**config.mk**
```make
export PLATFORM = sky130hd
export DESIGN_NAME = button_pulse_gen_flat
export DESIGN_NICKNAME = d
export VERILOG_FILES = /design/src/rtl/button_pulse_gen_if.sv /design/src/rtl/button_pulse_gen.sv /design/src/flat_wrapper.sv
export SDC_FILE = /design/constraint.sdc
export NUM_CORES = 1
export LEC_CHECK = 0
export CAP_MARGIN = 20
export CORE_ASPECT_RATIO = 0.7
export CORE_MARGIN = 4
export CORE_UTILIZATION = 55
export DETAILED_ROUTE_END_ITERATION = 10
export GPL_TIMING_DRIVEN = 1
export PLACE_DENSITY = 0.75
export SLEW_MARGIN = 30
export SYNTH_ARGS = -nofsm -noshare
export SYNTH_HDL_FRONTEND = slang
export SYNTH_SLANG_ARGS = --single-unit
```
**constraint.sdc**
```tcl
create_clock -name clk -period 2.2 [get_ports clk]
set_input_delay 0.22 -clock clk [delete_from_list [all_inputs] [get_ports clk]]
set_output_delay 0.22 -clock clk [all_outputs]
set_load 0.01 [all_outputs]
```
**src/rtl/button_pulse_gen_if.sv**
```systemverilog
// Button-side signal bundle for button_pulse_gen: the raw button level in and
// the debounced level plus event pulses out.
interface button_pulse_gen_if;
   logic btn_in;
   logic pressed;
   logic press_pulse;
   logic release_pulse;
   logic long_pulse;

   // Drives the raw button and observes the debounced events.
   modport master (
      output btn_in,
      input  pressed,
      input  press_pulse,
      input  release_pulse,
      input  long_pulse
   );

   // The debouncer itself.
   modport slave (
      input  btn_in,
      output pressed,
      output press_pulse,
      output release_pulse,
      output long_pulse
   );
endinterface

```
**src/rtl/button_pulse_gen.sv**
```systemverilog
// Push-button debouncer: synchronizes a bouncing raw level, accepts a change only
// after DB_CYCLES stable samples, and emits press/release/long-hold pulses.
module button_pulse_gen #(
   parameter int unsigned DB_CYCLES   = 1000,
   parameter int unsigned HOLD_CYCLES = 50000,
   parameter int unsigned CNT_W       = 20
) (
   input logic                clk,
   input logic                rst,
   button_pulse_gen_if.slave  bus
);

   typedef enum logic [1:0] {
      IDLE         = 2'd0,
      PRESS_WAIT   = 2'd1,
      HELD         = 2'd2,
      RELEASE_WAIT = 2'd3
   } state_t;

   localparam logic [CNT_W-1:0] CNT_ZERO  = CNT_W'(0);
   localparam logic [CNT_W-1:0] CNT_ONE   = CNT_W'(1);
   localparam logic [CNT_W-1:0] DB_LAST   = CNT_W'(DB_CYCLES - 1);
   localparam logic [CNT_W-1:0] HOLD_LAST = CNT_W'(HOLD_CYCLES - 1);
   // Parking hold_cnt one past HOLD_LAST marks the long pulse as already spent.
   localparam logic [CNT_W-1:0] HOLD_SAT  = CNT_W'(HOLD_CYCLES);

   logic             sync1_q;
   logic             btn_s_q;
   state_t           state_q;
   logic [CNT_W-1:0] cnt_q;
   logic [CNT_W-1:0] hold_cnt_q;
   logic             pressed_q;
   logic             press_pulse_q;
   logic             release_pulse_q;
   logic             long_pulse_q;

   // Two-flop synchronizer; the only logic that touches the raw button.
   always_ff @(posedge clk) begin
      if (rst) begin
         sync1_q <= 1'b0;
         btn_s_q <= 1'b0;
      end else begin
         sync1_q <= bus.btn_in;
         btn_s_q <= sync1_q;
      end
   end

   // Debounce FSM with registered level and pulse outputs.
   always_ff @(posedge clk) begin
      if (rst) begin
         state_q         <= IDLE;
         cnt_q           <= CNT_ZERO;
         hold_cnt_q      <= CNT_ZERO;
         pressed_q       <= 1'b0;
         press_pulse_q   <= 1'b0;
         release_pulse_q <= 1'b0;
         long_pulse_q    <= 1'b0;
      end else begin
         press_pulse_q   <= 1'b0;
         release_pulse_q <= 1'b0;
         long_pulse_q    <= 1'b0;
         case (state_q)
            IDLE: begin
               cnt_q <= CNT_ZERO;
               if (btn_s_q) begin
                  state_q <= PRESS_WAIT;
               end else begin
                  state_q <= IDLE;
               end
            end
            PRESS_WAIT: begin
               if (!btn_s_q) begin
                  state_q <= IDLE;
                  cnt_q   <= CNT_ZERO;
               end else if (cnt_q == DB_LAST) begin
                  state_q       <= HELD;
                  cnt_q         <= CNT_ZERO;
                  hold_cnt_q    <= CNT_ZERO;
                  pressed_q     <= 1'b1;
                  press_pulse_q <= 1'b1;
               end else begin
                  cnt_q <= cnt_q + CNT_ONE;
               end
            end
            HELD: begin
               if (!btn_s_q) begin
                  state_q <= RELEASE_WAIT;
                  cnt_q   <= CNT_ZERO;
               end else if (hold_cnt_q < HOLD_LAST) begin
                  hold_cnt_q <= hold_cnt_q + CNT_ONE;
               end else if (hold_cnt_q == HOLD_LAST) begin
                  hold_cnt_q   <= HOLD_SAT;
                  long_pulse_q <= 1'b1;
               end else begin
                  hold_cnt_q <= hold_cnt_q;
               end
            end
            RELEASE_WAIT: begin
               // A bounce back high resumes HELD with hold_cnt untouched.
               if (btn_s_q) begin
                  state_q <= HELD;
                  cnt_q   <= CNT_ZERO;
               end else if (cnt_q == DB_LAST) begin
                  state_q         <= IDLE;
                  cnt_q           <= CNT_ZERO;
                  pressed_q       <= 1'b0;
                  release_pulse_q <= 1'b1;
               end else begin
                  cnt_q <= cnt_q + CNT_ONE;
               end
            end
            default: begin
               state_q    <= IDLE;
               cnt_q      <= CNT_ZERO;
               hold_cnt_q <= CNT_ZERO;
               pressed_q  <= 1'b0;
            end
         endcase
      end
   end

   assign bus.pressed       = pressed_q;
   assign bus.press_pulse   = press_pulse_q;
   assign bus.release_pulse = release_pulse_q;
   assign bus.long_pulse    = long_pulse_q;

endmodule

```
**src/flat_wrapper.sv**
```systemverilog
// flat-port wrapper written by rule: the top's interface ports become plain ports
module button_pulse_gen_flat 
#(
   parameter int unsigned DB_CYCLES   = 1000,
   parameter int unsigned HOLD_CYCLES = 50000,
   parameter int unsigned CNT_W       = 20
)
  (clk, rst, bus_btn_in, bus_pressed, bus_press_pulse, bus_release_pulse, bus_long_pulse);
  button_pulse_gen_if bus_i ();
  input logic clk;
  input logic rst;
  input wire logic [$bits(bus_i.btn_in)-1:0] bus_btn_in;
  output wire logic [$bits(bus_i.pressed)-1:0] bus_pressed;
  output wire logic [$bits(bus_i.press_pulse)-1:0] bus_press_pulse;
  output wire logic [$bits(bus_i.release_pulse)-1:0] bus_release_pulse;
  output wire logic [$bits(bus_i.long_pulse)-1:0] bus_long_pulse;
  assign bus_i.btn_in = bus_btn_in;
  assign bus_pressed = bus_i.pressed;
  assign bus_press_pulse = bus_i.press_pulse;
  assign bus_release_pulse = bus_i.release_pulse;
  assign bus_long_pulse = bus_i.long_pulse;
  button_pulse_gen #(.DB_CYCLES(DB_CYCLES), .HOLD_CYCLES(HOLD_CYCLES), .CNT_W(CNT_W)) u_core (.clk(clk), .rst(rst), .bus(bus_i));
endmodule
```
# [Word level (Yosys, flattened, before mapping)]
# Index checks and enable logic that the tools add are counted.
[classes] order_cmp=1 reduce_logical=9 muxes=25 n_eq_ne=14 bitwise=4 addsub=2
[ops] cell="$mux W20" n=9
[ops] cell="$pmux W20 S4" n=1
[ops] cell="$add A20 B1 Y20 const B" n=2
[ops] cell="$pmux W20 S2" n=1
[ops] cell="$eq A20 B10 Y1 const B" n=1
[ops] cell="$eq A20 B16 Y1 const B" n=1
[ops] cell="$lt A20 B16 Y1 const B" n=1
[ops] cell="$mux W2" n=5
[ops] cell="$reduce_and A5 Y1" n=2
[ops] cell="$ne A2 B1 Y1 const B" n=4
[ops] cell="$pmux W2 S4" n=1
[ops] cell="$mux W1" n=7
[ops] cell="$ne A3 B1 Y1 const B" n=2
[ops] cell="$reduce_or A3 Y1" n=2
[ops] cell="$eq A2 B2 Y1 const B" n=2
[ops] cell="$ne A2 B2 Y1 const B" n=2
[ops] cell="$not A1 Y1" n=4
[ops] cell="$reduce_bool A2 Y1" n=2
[ops] cell="$reduce_or A4 Y1" n=1
[ops] cell="$ne A3 B3 Y1 const B" n=1
[ops] cell="$reduce_and A3 Y1" n=1
[ops] cell="$eq A2 B1 Y1 const B" n=1
[ops] cell="$logic_not A2 Y1" n=1
[ops] cell="$pmux W1 S2" n=1
[word_totals] output_inout_bits=4 register_bits=48 wordCells=64 in_bits=3

# [Longest topological paths before layout]
[depth] depth_word=5 ltp_mapped=10 ltp_nobuf=8

# [Worst setup path after synthesis]
# OpenSTA, ideal clock, no wires.
[synth_timing] kind="register to register" startpoint="register u_core.state_q[0]" endpoint="register u_core.cnt_q[9]" n_path_buf=2 required_ns=2.129 arrival_ns=2.035 synth_period_minus_slack_ns=2.106 path_stages_with_launch=10 setup_slack_ns=0.094 setup_time_ns=0.071 cell_sequence="dfxtp_1 > inv_1 > ha_1 > buf_6 > and2_1 > clkbuf_1 > nor2_1 > nand3_1 > or4b_2 > a21oi_1"
[synth_via] elab_chain_cells=2 word_cells_on_any_way=6 classes_between="eq/ne: 4; mux: 1; reduce/logical: 1"
[synth_lines] item="from (decl)" line="button_pulse_gen.sv:29" source="state_t state_q;"
[synth_lines] item="from (signal assigned)" line="button_pulse_gen.sv:51" source="state_q <= IDLE;"
[synth_lines] item="from (signal assigned)" line="button_pulse_gen.sv:66" source="state_q <= PRESS_WAIT;"
[synth_lines] item="from (signal assigned)" line="button_pulse_gen.sv:68" source="state_q <= IDLE;"
[synth_lines] item="$eq A2 B2 Y1, or another cell as far along" line="button_pulse_gen.sv:62" source="case (state_q)"
[synth_lines] item="$pmux W20 S4 / $ne A2 B2 Y1 (equally long branches)"
[synth_lines] item="to (signal assigned)" line="button_pulse_gen.sv:82" source="cnt_q <= cnt_q + CNT_ONE;"
[synth_lines] item="to (signal assigned)" line="button_pulse_gen.sv:109" source="cnt_q <= cnt_q + CNT_ONE;"
[synth_lines] item="to (decl)" line="button_pulse_gen.sv:30" source="logic [CNT_W-1:0] cnt_q;"
# Several ways; a longest one is shown, not always the timed one.
# A chain may end at the register's enable or synchronous reset.

# [Worst setup path in the final report]
[layout_timing] startpoint="register u_core.hold_cnt_q[10]" endpoint="register u_core.hold_cnt_q[7]"
[layout_via] elab_chain_cells=4 word_cells_on_any_way=7 classes_between="order compare: 1; eq/ne: 2; mux: 3; reduce/logical: 1"
[layout_lines] item="from (decl)" line="button_pulse_gen.sv:31" source="logic [CNT_W-1:0] hold_cnt_q;"
[layout_lines] item="from (signal assigned)" line="button_pulse_gen.sv:90" source="hold_cnt_q <= hold_cnt_q + CNT_ONE;"
[layout_lines] item="from (signal assigned)" line="button_pulse_gen.sv:95" source="hold_cnt_q <= hold_cnt_q;"
[layout_lines] item="$lt A20 B16 Y1" line="button_pulse_gen.sv:89" source="end else if (hold_cnt_q < HOLD_LAST) begin"
[layout_lines] item="$mux W20" line="button_pulse_gen.sv:89"
[layout_lines] item="$mux W20" line="button_pulse_gen.sv:86" source="if (!btn_s_q) begin"
[layout_lines] item="$pmux W20 S2" line="button_pulse_gen.sv:62"
# Several ways; a longest one is shown, not always the timed one. The select of a mux whose other input is x is not followed.

==> out/results.txt <==
Max Cap Violations - 0
RSZ-0062 raised after global routing - yes
Switching Fraction - 23.4%
Area Overhead vs Synth - 12.4%
CP required - 2420 ps
DRC - 0
R2R Setup Slk - 20 ps
Clock power share - 36.2%
Setup Viol. Count Final - 0
Largest delay contributor family on the critical path - compound AO/OA/AOI/OAI gates
Mapped Area - 2550 sq um
Max VDD drop - 0.000501 V
Clock transition at the registers of the reported paths - 90 ps
Routed len/inst - 16.1 microns
Most common cell after layout, fill and taps aside - dfxtp_1
Post-route insts no fill - 388
Area leader, netlist - dfxtp_1
R2r worst-path depth - 6
WP buf/inv - 0
Setup slack at placement - 55.2 ps
Pins Over Slew Limit - 0
Slowest-stage cell, CP - nor4_1
# diodes - 0
Antenna Violating Nets Remaining - 0
Post_cts resized - 0
Row count - 20
Total track usage - 23.3%
CTS tree - built
WS Path Type - reg2reg
FF-to-FF Start - u_core.hold_cnt_q[10]$_SDFFE_PP0P_
Area fraction of the dominant cell type after synthesis - 37.7%
Core area - 4400 sq um
R2R Path End - u_core.hold_cnt_q[7]$_SDFFE_PP0P_
Vias - 2,434
Critical Path Sink Type - flip-flop
Int Pwr - 1160 uW
Layout cell share with drive strength beyond 1 - 16.8%
Starting DRT DRC Count - 237
First-pass GRT wire length - 10.6 mm
Hold_ws - 468 ps
Clock skew - 5.76 ps
Setup TNS after final layout - 0 ps
Min-delay src - u_core.sync1_q$_SDFF_PP0_
# IOs - 7
Syn avg cell area - 8.25 sq um
Slew @ Worst Pin - 526 ps
Rel. slew slack - 64.8%
Hold Path Depth - 1
Hold EP - u_core.btn_s_q$_SDFF_PP0_
Routed vias/inst - 6.27
Crit share post-route - 99.2%
Hold Buf Count CTS - 0
Worst Hold Class - reg2reg
Clock sinks - 48
Antenna violations before repair - 0
Final Hold Viols - 0
Setup ws final - 17.2 ps
Final WL - 6.24 mm
Asr flop ratio synth - 0%
Clock root cell - clkbuf_8
Flops & latches, synth - 48
Total CTS buffers - 5
Die area - 5800 sq um
Switching Power - 354 uW
Most frequent cells in the layout - dfxtp_1 (47), nor2_1 (27), nand2_1 (26)
Crit-path max cell delay - 490 ps
LEAKAGE - 0.000970 uW
Crit Path Max Fanout - 5
Largest net degree at the start of global routing - 27
Die height - 65.0 microns
Crit start category - flip-flop
Crit path time final - 2180 ps
Number of synthesized flops with an enable pin - 0
Register area share after synthesis - 37.7%
Outcome - completed
IO Port Bufs - 6
Tot Pwr - 1510 uW
Vias in the first global route - 2,105
Layout net count - 341
Max Freq - 0.458 GHz
Routability Congestion - 0.957
Gr ovfl total - 0
Worst-Skew Late Latency - 300 ps
Comb power frac - 5.9%
Die X - 89.4 microns
Initial Util - 57.9%
Synthesis Warnings - 0
Crit path DAT - 2400 ps
Placed cells - 380
HPWL Detailed - 4.53 mm
Top cells by area, synth - dfxtp_1 (38%), a21oi_1 (4.5%), nor2_1 (4.3%)
Primary FF master, synth - dfxtp_1
Pwr per Cell Area - 528 nW/um^2
Total number of H-tree levels - 2
Drt pass-1 iters - 5
Setup bufs post-CTS - 0
Post-Synthesis Cells - 309
Synth Net Count - 318
Netlist cell types - 60
Sequential Power Share - 57.9%
Clock tree buffer depth - 2
Crit-path cells - nor4_1 > a31o_2 > nand2_2 > a2111oi_4 > a31oi_1 > a311oi_1
[area by class of cell]
cell class | instances | area [sq um]
sequential | 48 | 962
timing repair buffer | 30 | 240
clock buffer | 6 | 82.6
clock inverter | 2 | 10.0
multi-input combinational | 235 | 1460
inverter | 12 | 45.0
fill | 362 | 1540
tap | 55 | 68.8
[metrics by stage]
step	util (%)	cell area [sq um]
finish	65.1	2870
global route	65.1	2870
CTS	64.6	2850
detailed placement	62.5	2750
global placement	62.5	2750
floorplan	-	2550
[how the worst max path moves through the flow]
| stage | startpoint | endpoint | slack, ps | cells after the start |
|---|---|---|---|---|
| after floorplan | u_core.state_q[0]$_SDFFE_PP0P_ | u_core.cnt_q[9]$_SDFFE_PP0P_ | 90 | 9 |
| after global placement | u_core.cnt_q[0]$_SDFFE_PP0P_ | u_core.hold_cnt_q[7]$_SDFFE_PP0P_ | 100 | 7 |
| after detailed placement | u_core.cnt_q[0]$_SDFFE_PP0P_ | u_core.hold_cnt_q[7]$_SDFFE_PP0P_ | 60 | 7 |
| after CTS | u_core.cnt_q[0]$_SDFFE_PP0P_ | u_core.hold_cnt_q[7]$_SDFFE_PP0P_ | 20 | 7 |
| after global routing | u_core.cnt_q[0]$_SDFFE_PP0P_ | u_core.hold_cnt_q[7]$_SDFFE_PP0P_ | -70 | 7 |
| final | u_core.hold_cnt_q[10]$_SDFFE_PP0P_ | u_core.hold_cnt_q[7]$_SDFFE_PP0P_ | 20 | 6 |
[cells by family (layout without fill, tap and decap cells)]
kind of cell | count (synthesis) | count (layout) | synth area share, %
adder cells (fa/ha/maj) | 6 | 6 | 2.95
buffers and inverters | 26 | 50 | 5.89
multiplexers | 4 | 4 | 1.62
AND/OR/NAND/NOR | 138 | 138 | 28.1
XOR/XNOR | 12 | 12 | 4.12
AO/OA/AOI/OAI | 75 | 75 | 19.6
flip-flops | 48 | 48 | 37.7
[power groups by stage]
stage                     registers [uW]  logic [uW]  clock network (uW)
after floorplan                      894        61.1                   0
after global placement               895        86.5                   0
after detailed placement             896        86.8                   0
after CTS                            875        87.7                 565
after global routing                 876        97.1                 598
final                                875        89.9                 547
[cells in the mapped netlist, drive strengths merged (7+ instances only)]
cell type and count:
dfxtp 48, nor2 29, nand2 28, a21oi 23, o21ai 21, nor3 16, nand3 15, and3 13
inv 11, nand4 10, xor2 8, clkbuf 7
[sequential cells by signal, summed over array words and instances, names as in the netlist, named ones only]
register,cells
u_core.bus.release_pulse,1
u_core.bus.press_pulse,1
u_core.cnt_q,20
u_core.state_q,1
u_core.bus.pressed,1
u_core.bus.long_pulse,1
u_core.sync1_q,1
u_core.btn_s_q,1
u_core.hold_cnt_q,20
[routing by layer]
metal	global-route usage, %	vias up	wire, microns
met5	0	-	0
met1	37.4	1138	3210
met3	6.61	10	553
met2	28.8	116	2390
met4	7.43	0	86
li1	-	1170	-
Power figures use the tool's default switching activity.
